[config.mk]
export PLATFORM = sky130hd
export DESIGN_NAME = opti_top
export DESIGN_NICKNAME = d
export VERILOG_FILES = /design/src/rtl/opti_pkg.sv /design/src/rtl/opti_biquad.sv /design/src/rtl/opti_top.sv
export SDC_FILE = /design/constraint.sdc
export NUM_CORES = 1
export LEC_CHECK = 0
export ABC_AREA = 0
export ABC_CLOCK_PERIOD_IN_PS = 9400
export BUFFER_PORTS_ARGS = -buffer_cell sky130_fd_sc_hd__buf_2
export CELL_PAD_IN_SITES_DETAIL_PLACEMENT = 1
export CELL_PAD_IN_SITES_GLOBAL_PLACEMENT = 2
export CORE_ASPECT_RATIO = 0.9
export CORE_MARGIN = 2
export CORE_UTILIZATION = 42
export DETAILED_ROUTE_END_ITERATION = 10
export GPL_ROUTABILITY_DRIVEN = 0
export PLACE_DENSITY = 0.83
export SYNTH_ARGS = -nofsm -noshare
export SYNTH_HDL_FRONTEND = slang
export SYNTH_HIERARCHICAL = 1
export SYNTH_SLANG_ARGS = --single-unit
[constraint.sdc]
create_clock -name clk -period 9.4 [get_ports clk]
set_clock_uncertainty 0.15 [all_clocks]
set_input_delay 1.88 -clock clk [delete_from_list [all_inputs] [get_ports clk]]
set_output_delay 1.88 -clock clk [all_outputs]
set_load 0.005 [all_outputs]
[src/rtl/opti_pkg.sv]
// Shared types, constants, coefficients and round/saturate helper for the
// 6th-order fixed-point IIR low-pass filter (three DF-I biquads, Q2.22).
package opti_pkg;

    localparam int DATA_W       = 24;
    localparam int FRAC_W       = 22;
    localparam int ACC_W        = 51;
    localparam int PROD_W       = 2 * DATA_W;
    localparam int SHR_W        = ACC_W - FRAC_W;
    localparam int NUM_SECTIONS = 3;
    localparam int N_SAMPLES    = 2048;
    localparam int ADDR_W       = $clog2(N_SAMPLES);
    localparam int INIT_CYCLES  = 4;
    localparam int INIT_W       = 3;

    typedef enum logic [1:0] {
        ST_IDLE,
        ST_INIT,
        ST_RUN,
        ST_DONE
    } state_e;

    // Per section: b0, b1, b2, a1, a2 in Q2.22; every section has unity DC gain.
    localparam logic signed [DATA_W-1:0] COEF [NUM_SECTIONS][5] = '{
        '{24'sd262144,  24'sd524288,  24'sd262144,  -24'sd4194304, 24'sd1048576},
        '{24'sd524288,  24'sd1048576, 24'sd524288,  -24'sd3145728, 24'sd1048576},
        '{24'sd1048576, 24'sd2097152, 24'sd1048576, -24'sd2097152, 24'sd2097152}
    };

    localparam logic signed [ACC_W-1:0] RND_HALF = ACC_W'(1) <<< (FRAC_W - 1);
    localparam logic signed [SHR_W-1:0] SAT_MAX  = SHR_W'(8388607);
    localparam logic signed [SHR_W-1:0] SAT_MIN  = SHR_W'(-8388608);

    // Round half-up from Q4.44 back to Q2.22, then clamp to the 24-bit range.
    function automatic logic signed [DATA_W-1:0] round_sat(input logic signed [ACC_W-1:0] acc);
        logic signed [ACC_W-1:0] rnd;
        logic signed [SHR_W-1:0] shr;
        rnd = acc + RND_HALF;
        shr = SHR_W'(rnd >>> FRAC_W);
        if (shr > SAT_MAX) begin
            return SAT_MAX[DATA_W-1:0];
        end else if (shr < SAT_MIN) begin
            return SAT_MIN[DATA_W-1:0];
        end
        return shr[DATA_W-1:0];
    endfunction

endpackage

[src/rtl/opti_biquad.sv]
// One registered Direct Form I second-order section with valid handshake
// and a synchronous clear of its delay line.
module opti_biquad
    import opti_pkg::*;
#(
    parameter int SEC = 0
) (
    input  logic                     clk,
    input  logic                     rst_n,
    input  logic                     clr_i,
    input  logic                     vld_i,
    input  logic signed [DATA_W-1:0] x_i,
    output logic signed [DATA_W-1:0] y_o,
    output logic                     vld_o
);

    logic signed [DATA_W-1:0] x1_q, x2_q, y1_q, y2_q, y_q;
    logic                     vld_q;
    logic signed [PROD_W-1:0] p0, p1, p2, p3, p4;
    logic signed [ACC_W-1:0]  acc;
    logic signed [DATA_W-1:0] y_d;

    // Full-precision products and sum; the only rounding happens in round_sat.
    always_comb begin
        p0  = PROD_W'(COEF[SEC][0]) * PROD_W'(x_i);
        p1  = PROD_W'(COEF[SEC][1]) * PROD_W'(x1_q);
        p2  = PROD_W'(COEF[SEC][2]) * PROD_W'(x2_q);
        p3  = PROD_W'(COEF[SEC][3]) * PROD_W'(y1_q);
        p4  = PROD_W'(COEF[SEC][4]) * PROD_W'(y2_q);
        acc = ACC_W'(p0) + ACC_W'(p1) + ACC_W'(p2) - ACC_W'(p3) - ACC_W'(p4);
        y_d = round_sat(acc);
    end

    always_ff @(posedge clk or negedge rst_n) begin
        if (!rst_n) begin
            x1_q  <= '0;
            x2_q  <= '0;
            y1_q  <= '0;
            y2_q  <= '0;
            y_q   <= '0;
            vld_q <= 1'b0;
        end else if (clr_i) begin
            x1_q  <= '0;
            x2_q  <= '0;
            y1_q  <= '0;
            y2_q  <= '0;
            y_q   <= '0;
            vld_q <= 1'b0;
        end else begin
            vld_q <= vld_i;
            if (vld_i) begin
                x1_q <= x_i;
                x2_q <= x1_q;
                y1_q <= y_d;
                y2_q <= y1_q;
                y_q  <= y_d;
            end
        end
    end

    assign y_o   = y_q;
    assign vld_o = vld_q;

endmodule

[src/rtl/opti_top.sv]
// IIR low-pass filter top: run-control FSM, address/output counters, input
// register, NUM_SECTIONS cascaded biquads and an output register.
module opti_top
    import opti_pkg::*;
(
    input  logic                     clk,
    input  logic                     rst_n,
    input  logic                     start,
    input  logic signed [DATA_W-1:0] data_in,
    input  logic                     data_in_valid,
    output logic                     filter_done,
    output logic [ADDR_W-1:0]        addr,
    output logic signed [DATA_W-1:0] data_out,
    output logic                     data_out_valid,
    output logic                     stable_out
);

    state_e                   state_q, state_d;
    logic [INIT_W-1:0]        init_cnt_q, init_cnt_d;
    logic [ADDR_W-1:0]        addr_q, addr_d;
    logic [ADDR_W-1:0]        out_cnt_q, out_cnt_d;
    logic                     done_q, done_d;
    logic                     stable_q;
    logic signed [DATA_W-1:0] in_q;
    logic                     in_vld_q;
    logic signed [DATA_W-1:0] dout_q;
    logic                     dout_vld_q;
    logic                     pipeline_en;
    logic                     accept;
    logic                     clr;
    logic                     out_fire;

    logic signed [DATA_W-1:0] sec_x [NUM_SECTIONS+1];
    logic [NUM_SECTIONS:0]    sec_v;

    assign pipeline_en = (state_q == ST_RUN);
    assign accept      = data_in_valid & pipeline_en;
    assign clr         = (state_q == ST_INIT);
    // Anything still leaving the last section while INIT clears is discarded.
    assign out_fire    = sec_v[NUM_SECTIONS] & ~clr;

    always_comb begin
        state_d    = state_q;
        init_cnt_d = init_cnt_q;
        addr_d     = addr_q;
        out_cnt_d  = out_cnt_q;
        done_d     = done_q;
        if (accept) begin
            addr_d = addr_q + ADDR_W'(1);
        end
        if (out_fire) begin
            out_cnt_d = out_cnt_q + ADDR_W'(1);
        end
        unique case (state_q)
            ST_IDLE, ST_DONE: begin
                if (start) begin
                    state_d    = ST_INIT;
                    init_cnt_d = '0;
                    addr_d     = '0;
                    out_cnt_d  = '0;
                    done_d     = 1'b0;
                end
            end
            ST_INIT: begin
                addr_d    = '0;
                out_cnt_d = '0;
                if (init_cnt_q == INIT_W'(INIT_CYCLES - 1)) begin
                    state_d = ST_RUN;
                end else begin
                    init_cnt_d = init_cnt_q + INIT_W'(1);
                end
            end
            ST_RUN: begin
                if (out_fire && (out_cnt_q == ADDR_W'(N_SAMPLES - 1))) begin
                    state_d = ST_DONE;
                    done_d  = 1'b1;
                end
            end
            default: state_d = ST_IDLE;
        endcase
    end

    always_ff @(posedge clk or negedge rst_n) begin
        if (!rst_n) begin
            state_q    <= ST_IDLE;
            init_cnt_q <= '0;
            addr_q     <= '0;
            out_cnt_q  <= '0;
            done_q     <= 1'b0;
            stable_q   <= 1'b0;
            in_q       <= '0;
            in_vld_q   <= 1'b0;
            dout_q     <= '0;
            dout_vld_q <= 1'b0;
        end else begin
            state_q    <= state_d;
            init_cnt_q <= init_cnt_d;
            addr_q     <= addr_d;
            out_cnt_q  <= out_cnt_d;
            done_q     <= done_d;
            stable_q   <= (state_d == ST_RUN);
            in_vld_q   <= accept;
            if (accept) begin
                in_q <= data_in;
            end
            dout_vld_q <= out_fire;
            if (out_fire) begin
                dout_q <= sec_x[NUM_SECTIONS];
            end
        end
    end

    assign sec_x[0] = in_q;
    assign sec_v[0] = in_vld_q;

    for (genvar k = 0; k < NUM_SECTIONS; k++) begin : g_sec
        opti_biquad #(.SEC(k)) u_sec (
            .clk   (clk),
            .rst_n (rst_n),
            .clr_i (clr),
            .vld_i (sec_v[k]),
            .x_i   (sec_x[k]),
            .y_o   (sec_x[k+1]),
            .vld_o (sec_v[k+1])
        );
    end

    assign filter_done    = done_q;
    assign addr           = addr_q;
    assign data_out       = dout_q;
    assign data_out_valid = dout_vld_q;
    assign stable_out     = stable_q;

endmodule

# Word level (Yosys, flattened, before mapping)
# Cells that the tools add are included.
[word_totals]
reg_bits = 370
input_bits = 28
wordCells = 132
[classes]
add_sub_neg = 20
mul = 1
n_lt_le_gt_ge = 6
eq_ne = 9
n_mux = 58
n_bitwise = 3
reduce_logical = 10
[op_table]
columns = ["op", "n"]
rows = [
  ["two-way mux 24 bit", 33],
  ["adder 51 x 23 -> 51 bit, second input constant", 3],
  ["subtractor 51 x 44 -> 51 bit", 2],
  ["subtractor 51 x 48 -> 51 bit", 2],
  ["> comparator 29 x 24 -> 1 bit, second input constant", 3],
  ["less-than comparator 29 x 24 -> 1 bit, second input constant", 3],
  ["subtractor 51 x 45 -> 51 bit", 1],
  ["subtractor 46 x 47 -> 48 bit", 1],
  ["adder 46 x 44 -> 47 bit", 1],
  ["adder 44 x 45 -> 46 bit", 1],
  ["adder 45 x 43 -> 46 bit", 1],
  ["adder 43 x 44 -> 45 bit", 1],
  ["adder 44 x 42 -> 45 bit", 1],
  ["adder 42 x 43 -> 44 bit", 1],
  ["two-way mux 11 bit", 4],
  ["one-hot mux 11 bit (2 select lines)", 2],
  ["multiplier 3 x 24 -> 27 bit, first input constant", 1],
  ["negation 24 -> 27 bit", 1],
  ["negation 24 -> 26 bit", 1],
  ["adder 11 x 1 -> 11 bit, second input constant", 2],
  ["== test 11 bit, second input constant", 1],
  ["two-way mux 1 bit", 11],
  ["nonzero test 2 bit", 5],
  ["== test 2 bit, second input constant", 3],
  ["other kinds (16)", 22],
]

# Logic depth before layout (Yosys ltp)
[depth]
word_depth = 11
depth_mapped = 35
mapped_depth_nobuf = 33

# By module
# Netlist, hierarchy kept.
[by_module_without_submodules]
columns = ["mod", "instances", "cells_each", "area_per_inst_um2", "seq_area_each_um2"]
rows = [
  ["opti_biquad (g_sec[1].u_sec)", 1, 1044, 9958.3, 2427.3],
  ["opti_biquad (g_sec[2].u_sec)", 1, 983, 9293.9, 2427.3],
  ["opti_biquad (g_sec[0].u_sec)", 1, 957, 8961.1, 2427.3],
  ["opti_top", 1, 268, 3445.8, 1976.9],
]

# Least setup slack after synthesis
# No wires, ideal clock.
[synth_timing]
kind = "register -> register"
start = "register, netlist name g_sec[1].u_sec/y_o[1]"
end = "register g_sec[1].u_sec.y_q[0]"
setup_ps = 66
t_arrival_ps = 8401
setup_slack_ps = 782
stages_incl_launch_ff = 35
synth_period_minus_slack_ps = 8618
path_cell_list = "dfrtp_1 -> inv_1 -> ha_1 -> ha_1 -> ha_1 -> fa_1 -> a21o_1 -> a21oi_1 -> o21bai_1 -> a2111oi_0 -> o31ai_1 -> a211oi_1 -> o21ai_0 -> a31oi_1 -> nor2b_1 -> xor2_1 -> fa_1 -> fa_1 -> inv_1 -> fa_1 -> inv_1 -> ha_1 -> and3_1 -> nand2_1 -> or2_2 -> inv_1 -> a211oi_1 -> a211o_4 -> or4_4 -> or3_1 -> a21oi_2 -> a21oi_2 -> o41ai_4 -> buf_6 -> a221o_1"
[synth_rtl]
columns = ["element", "line_no", "text"]
rows = [
  ["end signal, assigned", "opti_biquad.sv:56", "y_q <= y_d;"],
  ["end, declared", "opti_biquad.sv:17", "logic signed [DATA_W-1:0] x1_q, x2_q, y1_q, y2_q, y_q;"],
]

==> flow_summary.yaml <==
cts:
  clock-sinks: 370
  ctsHoldBuffers: 0
  clock_tree.root_cell: "clkbuf_16"
  clockBufferDepth: 3
  cts_tree: "done"
  clock_latency_ps: 590
  htree_levels: 2
  numCtsBuffers: 45
  clk_pin_slew_ps: 60
global_routing:
  grt_overflow: 0
  grt_max_degree: 81
  grt_use_total_pct: 22.7
  grt_pass1_wl_mm: 142
  antenna_found_initial: 0
  first_global_vias: 25931
min_path:
  worstHoldStart: "data_out[1]$_DFFE_PN0P_"
  min_path_type: "flop to flop"
worst_setup_path:
  start_kind: "flop"
  cp_slowest_cell: "or4_4"
  crit_fanout: 11
  slowest_delay_ps: 570
  critPathLaunch: "g_sec[1].u_sec/y_o[1]$_DFFE_PN0P_"
  crit_required_ps: 9760
  crit_arrival_ps: 9320
  end_kind: "flop"
  crit_type: "flop to flop"
  r2r_start: "g_sec[1].u_sec/y_o[1]$_DFFE_PN0P_"
yosys:
  yosysWarnings: 6
  yosysTopAreaCell: "dfrtp_1"
  postSynthCellCount: 3252
  synth_common_cells: "506 x inv_1, 370 x dfrtp_1, 330 x nor2_1"
  ys_types: 117
  yosysTopAreaCellShare_pct: 29.2
  ys_ff_latch: 370
  synth_edf_count: 0
  ys_async_sr_fraction_pct: 100
  synth_fp_nets: 3703
  avgSynthCellArea_um2: 9.74
  yosysSeqAreaShare_pct: 29.2
  synth-main-ff-cell: "dfrtp_1"
  ys_top_cells_by_area: "dfrtp_1 29%, fa_1 16%, mux2i_1 7.2%"
  yosysMostFrequentCell: "inv_1"
  netlist_area_mm2: 0.0317
place:
  io_buffers: 65
  hpwl_mm: 66.3
final_layout:
  diodes: 0
  fillers: 8414
  final_nets: 3744
  syn_to_final_growth_pct: 9.33
  drive_gt1_share_pct: 9.92
sta:
  final_max_slew_viol_count: 0
  hold_viol: 0
  fin_crit_ps: 8960
  max_freq_mhz: 112
  fin_crit_sh_pct: 95.4
  holdWs_ps: 353
  setup_violations: 0
  tightest_slew_ps: 1000
  relSlewSlack_pct: 33.3
die:
  die_area_mm2: 0.0776
  rows: 95
  io_pins: 66
  initial_core_util_pct: 42.4
  die_w_um: 293
  dieHeight_um: 264
  core_mm2: 0.0746
routing:
  drt_iter0_drc: 1222
  via_count: 23782
  drtPass1Iterations: 5
  vias_per_cell: 5.54
  wl_mm: 86.6
  drc: 0
  wire_per_inst_um: 20.2
  detail-route-antenna-nets: 0
run_status:
  status: "finished, final reports clean"
job:
  cap_violations: 0
state kept, by name, summed over array words and instances, names as in the netlist, 11 cells and up:
| name | count |
|---|---|
| g_sec.u_sec/x1_q | 72 |
| g_sec.u_sec/y2_q | 72 |
| data_out | 24 |
| g_sec.u_sec/y_o | 72 |
| in_q | 24 |
| addr | 11 |
| out_cnt_q | 11 |
| g_sec.u_sec/x2_q | 72 |
cell families after synthesis:
logic type / after synthesis / share of synthesized area (%)
AND/OR/NAND/NOR: 854 / 13.8
buffers and inverters: 627 / 7.94
AO/OA/AOI/OAI: 500 / 11.8
adder cells (fa/ha/maj): 423 / 22.6
flip-flops: 370 / 29.2
multiplexers: 278 / 8.99
XOR/XNOR: 200 / 5.58
through the flow:
step	utilization [%]	cells	worst slack, ps	setup TNS [ps]	cell area (um2)
after floorplan	-	3252	782	0	31700
after global placement	44.2	4210	275	0	33000
after detailed placement	44.2	4210	95.3	0	33000
after CTS	46.2	4289	28.3	0	34500
after global routing	46.4	4295	-25.7	-131	34600
final	46.4	4295	437	0	34600
final cells by class:
cell class,instances,area [um2],area share [%]
flip-flops and latches,370,9270,26.8
multi-input cells,2255,20000,57.8
clock inverters,14,195,0.564
inverters,506,1900,5.49
well taps,970,1210,3.51
clock buffers,65,1300,3.76
repair buffers,115,741,2.14
metal layers:
layer | part of all wire, % | track usage, % | up-vias
met5 | 0 | 0 | -
met1 | 47 | 31.5 | 12242
met3 | 3.6 | 2.90 | 105
met4 | 1.8 | 4.81 | 0
met2 | 47 | 38.1 | 357
li1 | - | - | 11078
worst max-delay path: cells and delay by family (launching register included):
kind,cells,cell delay [ps]
AND/OR/NAND/NOR,6,1810
AO/OA/AOI/OAI,14,2510
adder cells (fa/ha/maj),8,2860
XOR/XNOR,1,70
buffers and inverters,9,1120
flip-flops,1,360
repair_timing:
item | 4_1_cts | 5_1_grt
resized for setup | 0 | 23
setup buffers | 0 | 5
endpoints found under the setup margin | 0 | 23
layout by cell type (no fill, tap or decap), types with 9 or more instances in the layout:
master	n
nand3_1	52
inv_1	506
a21o_1	30
a21oi_2	9
nor3b_1	9
o21bai_1	11
o21ai_1	14
nor2b_1	17
fa_1	249
and2_1	17
o31ai_1	13
o21ai_0	58
nor4_1	16
or3_1	39
o211ai_1	21
nor3_1	54
or2_2	11
xnor2_1	105
and4_1	12
nor2_1	330
xor2_1	92
a211oi_1	12
ha_1	171
o21a_1	19
nand4_1	38
clkbuf_1	11
and3_1	24
or4_1	14
a22o_1	10
buf_4	48
nand2_1	134
dfrtp_1	367
mux2_2	50
a221o_1	59
mux2i_1	227
a21oi_1	123
nand2b_1	26
clkbuf_16	47
buf_2	64
path summary, 6_finish.rpt:
kind                       slack (ps)                                 end  cells after the start
setup / recovery                  440  g_sec[1].u_sec/y_o[19]$_DFFE_PN0P_                     38
hold / removal                    350             data_out[1]$_DFFE_PN0P_                      1
setup reg to reg                  440  g_sec[1].u_sec/y_o[19]$_DFFE_PN0P_                     38
hold reg to reg                   350             data_out[1]$_DFFE_PN0P_                      1
max in group asynchronous        6110  g_sec[2].u_sec/y_o[13]$_DFFE_PN0P_                      3
min in group asynchronous        1150  g_sec[1].u_sec/x1_q[3]$_DFFE_PN0P_                      1
Power is left out: the tool's default activity adds up to more than one toggle a clock period on the data nets, which glitch-free logic cannot reach.
